$ cat config.mk
export PLATFORM = sky130hd
export DESIGN_NAME = tdc_stat_accum
export DESIGN_NICKNAME = d
export VERILOG_FILES = /design/src/rtl/tdc_stat_accum_pkg.sv /design/src/rtl/tdc_sat_cnt.sv /design/src/rtl/tdc_stat_accum.sv
export SDC_FILE = /design/constraint.sdc
export NUM_CORES = 1
export LEC_CHECK = 0
export ABC_AREA = 1
export BUFFER_PORTS_ARGS = -buffer_cell sky130_fd_sc_hd__buf_2
export CAP_MARGIN = 20
export CORE_ASPECT_RATIO = 0.5
export CORE_UTILIZATION = 54
export DETAILED_ROUTE_END_ITERATION = 16
export PLACE_DENSITY_LB_ADDON = 0.05
export REMOVE_ABC_BUFFERS = 1
export SLEW_MARGIN = 5
export SYNTH_ARGS = -nofsm -noshare
export SYNTH_HDL_FRONTEND = slang
export SYNTH_SLANG_ARGS = --single-unit
$ cat constraint.sdc
create_clock -name clk -period 2.1 [get_ports clk]
set_input_delay 0.105 -clock clk [delete_from_list [all_inputs] [get_ports clk]]
set_output_delay 0.105 -clock clk [all_outputs]
set_load 0.1 [all_outputs]
$ cat src/rtl/tdc_stat_accum_pkg.sv
// rtl/tdc_stat_accum_pkg.sv - shared widths and FSM state encoding for the TDC statistics block
package tdc_stat_accum_pkg;

  localparam int TDC_DATA_WIDTH = 32;

  typedef enum logic {
    ST_IDLE  = 1'b0,
    ST_ACCUM = 1'b1
  } tdc_state_e;

endpackage

$ cat src/rtl/tdc_sat_cnt.sv
// rtl/tdc_sat_cnt.sv - saturating event counter with synchronous clear
module tdc_sat_cnt #(
  parameter int CNT_WIDTH = 16
) (
  input  logic                 clk,
  input  logic                 rst_n,
  input  logic                 clr,
  input  logic                 inc,
  output logic [CNT_WIDTH-1:0] cnt
);

  always_ff @(posedge clk or negedge rst_n) begin
    if (!rst_n) begin
      cnt <= '0;
    end else if (clr) begin
      cnt <= '0;
    end else if (inc && !(&cnt)) begin
      cnt <= cnt + 1'b1;
    end
  end

endmodule

$ cat src/rtl/tdc_stat_accum.sv
// rtl/tdc_stat_accum.sv - per-block mean/min/max of TDC intervals with a valid/ready result register
module tdc_stat_accum
  import tdc_stat_accum_pkg::*;
#(
  parameter int DATA_WIDTH  = TDC_DATA_WIDTH,
  parameter int LOG2_N      = 4,
  parameter int CNT_WIDTH   = 16,
  parameter int REJECT_ZERO = 1
) (
  input  logic                  clk,
  input  logic                  rst_n,
  input  logic                  clear,
  input  logic                  in_valid,
  input  logic [DATA_WIDTH-1:0] in_data,
  input  logic                  out_ready,
  output logic                  out_valid,
  output logic [DATA_WIDTH-1:0] out_mean,
  output logic [DATA_WIDTH-1:0] out_min,
  output logic [DATA_WIDTH-1:0] out_max,
  output logic [CNT_WIDTH-1:0]  blk_cnt,
  output logic [CNT_WIDTH-1:0]  ovr_cnt,
  output logic [CNT_WIDTH-1:0]  zero_cnt
);

  localparam int SUM_W = DATA_WIDTH + LOG2_N;

  tdc_state_e            state;
  logic [SUM_W-1:0]      sum;
  logic [LOG2_N-1:0]     smp_cnt;
  logic [DATA_WIDTH-1:0] min_r;
  logic [DATA_WIDTH-1:0] max_r;

  logic                  is_zero;
  logic                  zero_rej;
  logic                  accept;
  logic                  first;
  logic                  blk_done;
  logic                  load_ok;
  logic [SUM_W-1:0]      sum_nxt;
  logic [DATA_WIDTH-1:0] min_nxt;
  logic [DATA_WIDTH-1:0] max_nxt;

  assign is_zero  = (REJECT_ZERO != 0) && (in_data == '0);
  assign zero_rej = in_valid && !clear && is_zero;
  assign accept   = in_valid && !clear && !is_zero;
  assign first    = (state == ST_IDLE);
  // smp_cnt all-ones means this accepted sample is the N-th of the block
  assign blk_done = accept && (&smp_cnt);
  assign load_ok  = !out_valid || out_ready;

  assign sum_nxt = sum + {{LOG2_N{1'b0}}, in_data};
  assign min_nxt = (first || (in_data < min_r)) ? in_data : min_r;
  assign max_nxt = (first || (in_data > max_r)) ? in_data : max_r;

  always_ff @(posedge clk or negedge rst_n) begin
    if (!rst_n) begin
      state     <= ST_IDLE;
      sum       <= '0;
      smp_cnt   <= '0;
      min_r     <= '1;
      max_r     <= '0;
      out_valid <= 1'b0;
      out_mean  <= '0;
      out_min   <= '0;
      out_max   <= '0;
    end else if (clear) begin
      state     <= ST_IDLE;
      sum       <= '0;
      smp_cnt   <= '0;
      min_r     <= '1;
      max_r     <= '0;
      out_valid <= 1'b0;
    end else begin
      if (blk_done) begin
        state   <= ST_IDLE;
        sum     <= '0;
        smp_cnt <= '0;
        min_r   <= '1;
        max_r   <= '0;
      end else if (accept) begin
        state   <= ST_ACCUM;
        sum     <= sum_nxt;
        smp_cnt <= smp_cnt + 1'b1;
        min_r   <= min_nxt;
        max_r   <= max_nxt;
      end

      // A finished block wins over a plain consume; otherwise the result is lost as an overrun
      if (blk_done && load_ok) begin
        out_valid <= 1'b1;
        out_mean  <= sum_nxt[SUM_W-1:LOG2_N];
        out_min   <= min_nxt;
        out_max   <= max_nxt;
      end else if (out_valid && out_ready) begin
        out_valid <= 1'b0;
      end
    end
  end

  tdc_sat_cnt #(.CNT_WIDTH(CNT_WIDTH)) u_blk_cnt (
    .clk   (clk),
    .rst_n (rst_n),
    .clr   (clear),
    .inc   (blk_done && load_ok),
    .cnt   (blk_cnt)
  );

  tdc_sat_cnt #(.CNT_WIDTH(CNT_WIDTH)) u_ovr_cnt (
    .clk   (clk),
    .rst_n (rst_n),
    .clr   (clear),
    .inc   (blk_done && !load_ok),
    .cnt   (ovr_cnt)
  );

  tdc_sat_cnt #(.CNT_WIDTH(CNT_WIDTH)) u_zero_cnt (
    .clk   (clk),
    .rst_n (rst_n),
    .clr   (clear),
    .inc   (zero_rej),
    .cnt   (zero_cnt)
  );

endmodule

Word-level counts from Yosys, hierarchy flattened --
Index checks and enable logic that the tools add are counted.
Cells by class: add/sub/neg operators 5, magnitude comparators 2, multiplexer cells 26, bitwise operators 2, reductions and logical operators 31
Operators by type and width (number):
- 2-to-1 mux 32 bit | 8
- 2-to-1 mux 36 bit | 3
- 2-to-1 mux 16 bit | 6
- adder 16 x 1 -> 16 bit, second input constant | 3
- AND reduction 16 bit | 3
- adder 36 x 32 -> 36 bit | 1
- > comparator 32 bit | 1
- zero test 32 bit | 1
- less-than comparator 32 bit | 1
- 2-to-1 mux 4 bit | 3
- logical AND 1 bit | 10
- zero test 1 bit | 7
- 2-to-1 mux 1 bit | 6
- nonzero test 2 bit | 3
- nonzero test 3 bit | 2
- adder 4 x 1 -> 4 bit, second input constant | 1
- AND reduction 4 bit | 1
- logical OR 1 bit | 3
- NOT 1 bit | 2
- AND reduction 2 bit | 1
Word-level totals: register bits after elaboration 250, input bits 37

Logic depth before layout (Yosys ltp) --
depth in word-level cells 8, gate-level depth with buffers 18

Hierarchy --
Synthesis repeated with hierarchy kept, for this count alone.
Unflattened totals: cell total of the unflattened synthesis 2228, area total of the unflattened synthesis 15798.9 sq um
Modules (own cells, without submodules):
- tdc_stat_accum | times used 1, cells an instance 1790, area an instance 12777.3 sq um, seq. area each 5094.9 sq um
- tdc_sat_cnt | times used 3, cells an instance 146, area an instance 1007.2 sq um, seq. area each 400.4 sq um

Least setup slack after synthesis --
No wires, ideal clock.
path kind register to register, start point register u_blk_cnt.cnt[0], end point register u_blk_cnt.cnt[5], setup time 0.096 ns, arrival 2.409 ns, data required time 2.004 ns, slack -0.405 ns, cell stages (with the launch flop) 11, path buffers 1, clock period less this slack 2.505 ns, cells stage by stage dfrtp_1 ha_1 nand2_1 nor2_1 nand2_1 nor2_1 nand4_1 nand2_4 buf_4 nand3_1 o31ai_1
On the way: word-level cells in the longest chain between the ends 4, elaborated cells between the ends (all ways) 7, classes of those cells add/sub: 1; mux: 2; reduce/logical: 4
Ends and longest elaborated chain:
- from (decl) | line tdc_sat_cnt.sv:9 | output logic [CNT_WIDTH-1:0] cnt
- from (signal assigned) | line tdc_sat_cnt.sv:18 | cnt <= cnt + 1'b1;
- branches (longest 4 deep; another with adder 16 x 1 -> 16 bit)
Parallel ways; which one is timed is not known. The select of a mux whose other input is x is not followed. A chain may end at the register's enable or synchronous reset.

Worst setup path in the final report --
start point register min_r[29], end point register out_min[14]
On the way: word-level cells in the longest chain between the ends 3
Ends and longest elaborated chain:
- from (decl) | line tdc_stat_accum.sv:30 | logic [DATA_WIDTH-1:0] min_r;
- from (signal assigned) | line tdc_stat_accum.sv:84 | min_r <= min_nxt;
- less-than comparator 32 bit | line tdc_stat_accum.sv:52 | assign min_nxt = (first || (in_data < min_r)) ? in_data : min_r;
- logical OR 1 bit | line tdc_stat_accum.sv:52
- 2-to-1 mux 32 bit | line tdc_stat_accum.sv:52
- to (signal assigned) | line tdc_stat_accum.sv:92 | out_min <= min_nxt;
- to (decl) | line tdc_stat_accum.sv:18 | output logic [DATA_WIDTH-1:0] out_min,
No other way between the ends.

==> impl_metrics.py <==
metrics = {
    "run_status": {
        "status": "finished, violations left",
        "failed_checks": "setup timing",
    },
    "power_and_ir_drop": {
        "leakagePower_nw": 11.3,
        "pwr-share-comb": 0.350,
        "pwr-share-clk": 0.294,
        "p_int_mw": 9.84,
        "p_total_mw": 15.0,
        "p_per_area_nw_per_um2": 678,
        "seqPwrFrac": 0.355,
        "ir_drop_mv": 0.705,
        "p_sw_frac": 0.345,
        "p_switching_mw": 5.19,
    },
    "placement": {
        "gp_congestion": 0.978,
        "place_inst": 2744,
        "place_area_sq_um": 18100,
        "dp_hpwl_mm": 32.3,
        "portBuffers": 181,
    },
    "floorplanning": {
        "coreArea_sq_um": 27900,
        "start_util": 0.553,
        "io-pin-count": 182,
        "die_y_um": 121,
        "rows": 43,
        "die_area_sq_um": 29300,
        "fp.dieW_um": 241,
    },
    "timing": {
        "rsz0062_at_grt": "true",
        "finalSetupViolCount": 130,
        "finClkSkew_ns": 0.0188,
        "timing.fmax_mhz": 397,
        "setup_ws_ns": -0.420,
        "tightest_slew_ns": 0.611,
        "hold_viol": 0,
        "finalCritPeriodShare": 1.20,
        "period_needed_ns": 2.52,
        "holdWs_ns": 0.0187,
        "relSlewSlack": 0.593,
        "drv_slew": 0,
    },
    "global_route": {
        "grt_overflow_total": 0,
        "grt_pass1_wl_mm": 76.3,
        "grt_max_degree": 67,
        "grt_usage": 0.334,
        "first_global_vias": 14800,
        "grt_antenna_before_repair": 1,
    },
    "worst_setup_path": {
        "r2r-end": "out_min[14]",
        "rr_startpoint": "min_r[29]",
        "worstSetupPathType": "flop to flop",
        "worstPathMaxFanout": 8,
        "regToRegSetupSlack_ns": -0.42,
        "cp-end-kind": "flop",
        "cp.arrival_ns": 2.95,
        "worstRegToRegCells": 13,
        "cp.required_ns": 2.53,
        "startpoint_type": "flop",
    },
    "clock_network": {
        "cts_made_buffers": 24,
        "cts_tree": "done",
        "cts_buffer_depth": 3,
        "root_buffer": "clkbuf_16",
        "cts.sinks": 250,
        "worstSkewPairLatency_ns": 0.54,
        "htree_levels": 1,
        "cts.reportedPaths.clkPinSlew_ns": 0.07,
    },
    "min_path": {
        "min_from": "in_data[0]",
        "hold_path.class": "input pin to flop",
        "holdPathEnd": "out_min[0]",
        "hold_depth": 6,
    },
    "synthesis": {
        "synth_edf_count": 0,
        "synth_top_area_share": 0.354,
        "synth.yosys.seq_area_share": 0.409,
        "synth-seq-cells": 250,
        "synthTopCellsByArea": "dfrtp_1 (35%), nand2_1 (18%), nand3_1 (8.6%)",
        "ys_warn_count": 0,
        "async_flop_share": 1.00,
        "syn_avg_cell_area_sq_um": 7.42,
        "synthDistinctLibCells": 48,
        "syn-instance-count": 2075,
        "syn_area_sq_um": 15400,
        "yosysTopAreaCell": "dfrtp_1",
        "synth_ff_type": "dfrtp_1",
    },
    "routing": {
        "post-route-drc-count": 0,
        "drt-pass1-iter-count": 5,
        "vias": 15900,
        "ant_nets": 0,
        "drt-initial-drc-count": 1354,
        "viasPerCell": 5.57,
        "wl_per_cell_um": 18.6,
        "routed_wl_mm": 53.2,
    },
    "layout": {
        "fin_area_sq_um": 22200,
        "fin_cells": 2859,
        "synthToLayoutAreaGrowth_pct": 43.9,
        "finalNetCount": 2595,
        "drive_gt1_frac": 0.363,
    },
    "run": {
        "cap_violations": 0,
    },
}
-- synth_stat cells, types with 6 or more instances --
cell and number:
nand2_1 728, nand3_1 266, dfrtp_1 218, inv_1 198, nor2_1 114, ha_1 99
a21oi_1 84, o21ai_0 49, buf_2 36, xor2_1 34, dfstp_2 32, o31ai_1 32
nand4_1 27, clkbuf_1 16, inv_2 16, a22o_1 15, nor3_1 14, xnor2_1 14
buf_4 11, nand3b_1 11, buf_1 6, o21bai_1 6
-- through the flow --
step            util  setup TNS, ns  setup slack [ns]
6_report       0.795         -39.82            -0.420
5_1_grt        0.795         -51.71            -0.458
4_1_cts        0.739         -21.90            -0.192
3_3_place_gp   0.649         -25.89            -0.256
3_5_place_dp   0.649         -30.74            -0.298
2_1_floorplan      -        -319.31             -2.33
-- cells by family after synthesis --
group / after synthesis / share of synthesized area
buffers and inverters: 290 / 0.0789
AOI/OAI and AO/OA: 209 / 0.0810
DFF: 250 / 0.409
and+or+nand+nor: 1178 / 0.322
adders and majority gates: 100 / 0.0817
xor gates and xnor gates: 48 / 0.0273
-- layer usage --
layer | vias up | routed length, um | global-route usage | part of all wire
met3 | 122 | 4410 | 0.0744 | 0.083
met1 | 7647 | 23300 | 0.462 | 0.44
met4 | 0 | 1480 | 0.0854 | 0.028
li1 | 7529 | - | - | -
met2 | 631 | 24000 | 0.529 | 0.45
met5 | - | 0 | 0 | 0
-- registers in the layout, summed over array words and instances, names as in the netlist --
name	cells
out_max	32
u_ovr_cnt.cnt	16
max_r	32
out_min	32
state	1
out_mean	32
u_zero_cnt.cnt	16
out_valid	1
u_blk_cnt.cnt	16
min_r	32
sum	36
smp_cnt	4
-- cell usage in the layout (no fill, tap or decap), types with 6 or more instances in the layout --
cell           netlist  routed
nand2_1            728     619
xnor2_1             14      14
o21ai_2              1       7
inv_2               16      35
a21oi_1             84      61
dfstp_2             32      32
buf_16               0       9
nor3_2               1       6
o21ai_1              3      14
nor2_4               1       6
clkinv_2             1       6
ha_1                99      56
ha_4                 0      38
nor2_2               1      21
o31ai_1             32      32
nand3_4              1      27
dfrtp_1            218     217
buf_6                5       7
dlygate4sd3_1        0      17
inv_1              198     176
nand3_2              0     119
o21ai_0             49      32
a22o_1              15      15
buf_12               0      31
xor2_1              34      33
nor2_1             114      89
a21oi_2              0      21
nand2_8              0       9
nand3_1            266     121
nand2_2              3      57
clkbuf_16            0      33
nand4_1             27      27
nor3_1              14       9
nand3b_1            11      11
buf_4               11     176
nand2_4              1      47
buf_2               36     180
-- power groups by stage --
stage / logic, mW / registers (mW) / clock network (mW)
final: 5.27 / 5.34 / 4.42
after global routing: 5.66 / 5.37 / 4.68
after CTS: 4.32 / 5.28 / 4.49
after detailed placement: 3.61 / 5.35 / 0
after global placement: 3.57 / 5.35 / 0
after floorplan: 2.03 / 5.34 / 0
-- worst max-delay path: stages (launching register included) --
cell and delay, ns:
dfstp_2 0.56, inv_1 0.07, ha_1 0.30, a21oi_1 0.20, o21ai_0 0.15, a21o_1 0.20
a21oi_2 0.17, nand2_4 0.12, buf_12 0.17, buf_16 0.16, nand3_4 0.07, nand2_2 0.06
nand2_1 0.09, nand2_1 0.07
-- cell type report --
type,instances,area (sq um)
inverter,216,830
clock buffer,34,699
antenna,1,2.50
sequential,250,6300
multi-input combinational,1535,10200
tap,382,478
fill,1916,5700
timing repair buffer,431,3580
clock inverter,10,86.3
-- worst max-delay path by stage --
stage / from / to / slack (ns) / cells past startpoint
finish: min_r[29] / out_min[14] / -0.42 / 13
floorplan: clear / sum[2] / -2.33 / 6
detailed placement: min_r[5] / out_min[31] / -0.30 / 16
global route: min_r[29] / min_r[22] / -0.46 / 13
global placement: min_r[5] / out_min[31] / -0.26 / 16
CTS: min_r[5] / out_min[12] / -0.19 / 17
-- what timing repair did --
action | CTS | global route
buffers inserted | 20 | 19
gates resized for setup | 265 | 278
pin swaps | 91 | 140
endpoints found under the setup margin | 161 | 218
cloned | 9 | 9
endpoints found under the hold margin | 172 | 1
hold buffers | 18 | 1
(Power assumes the default switching activity.)
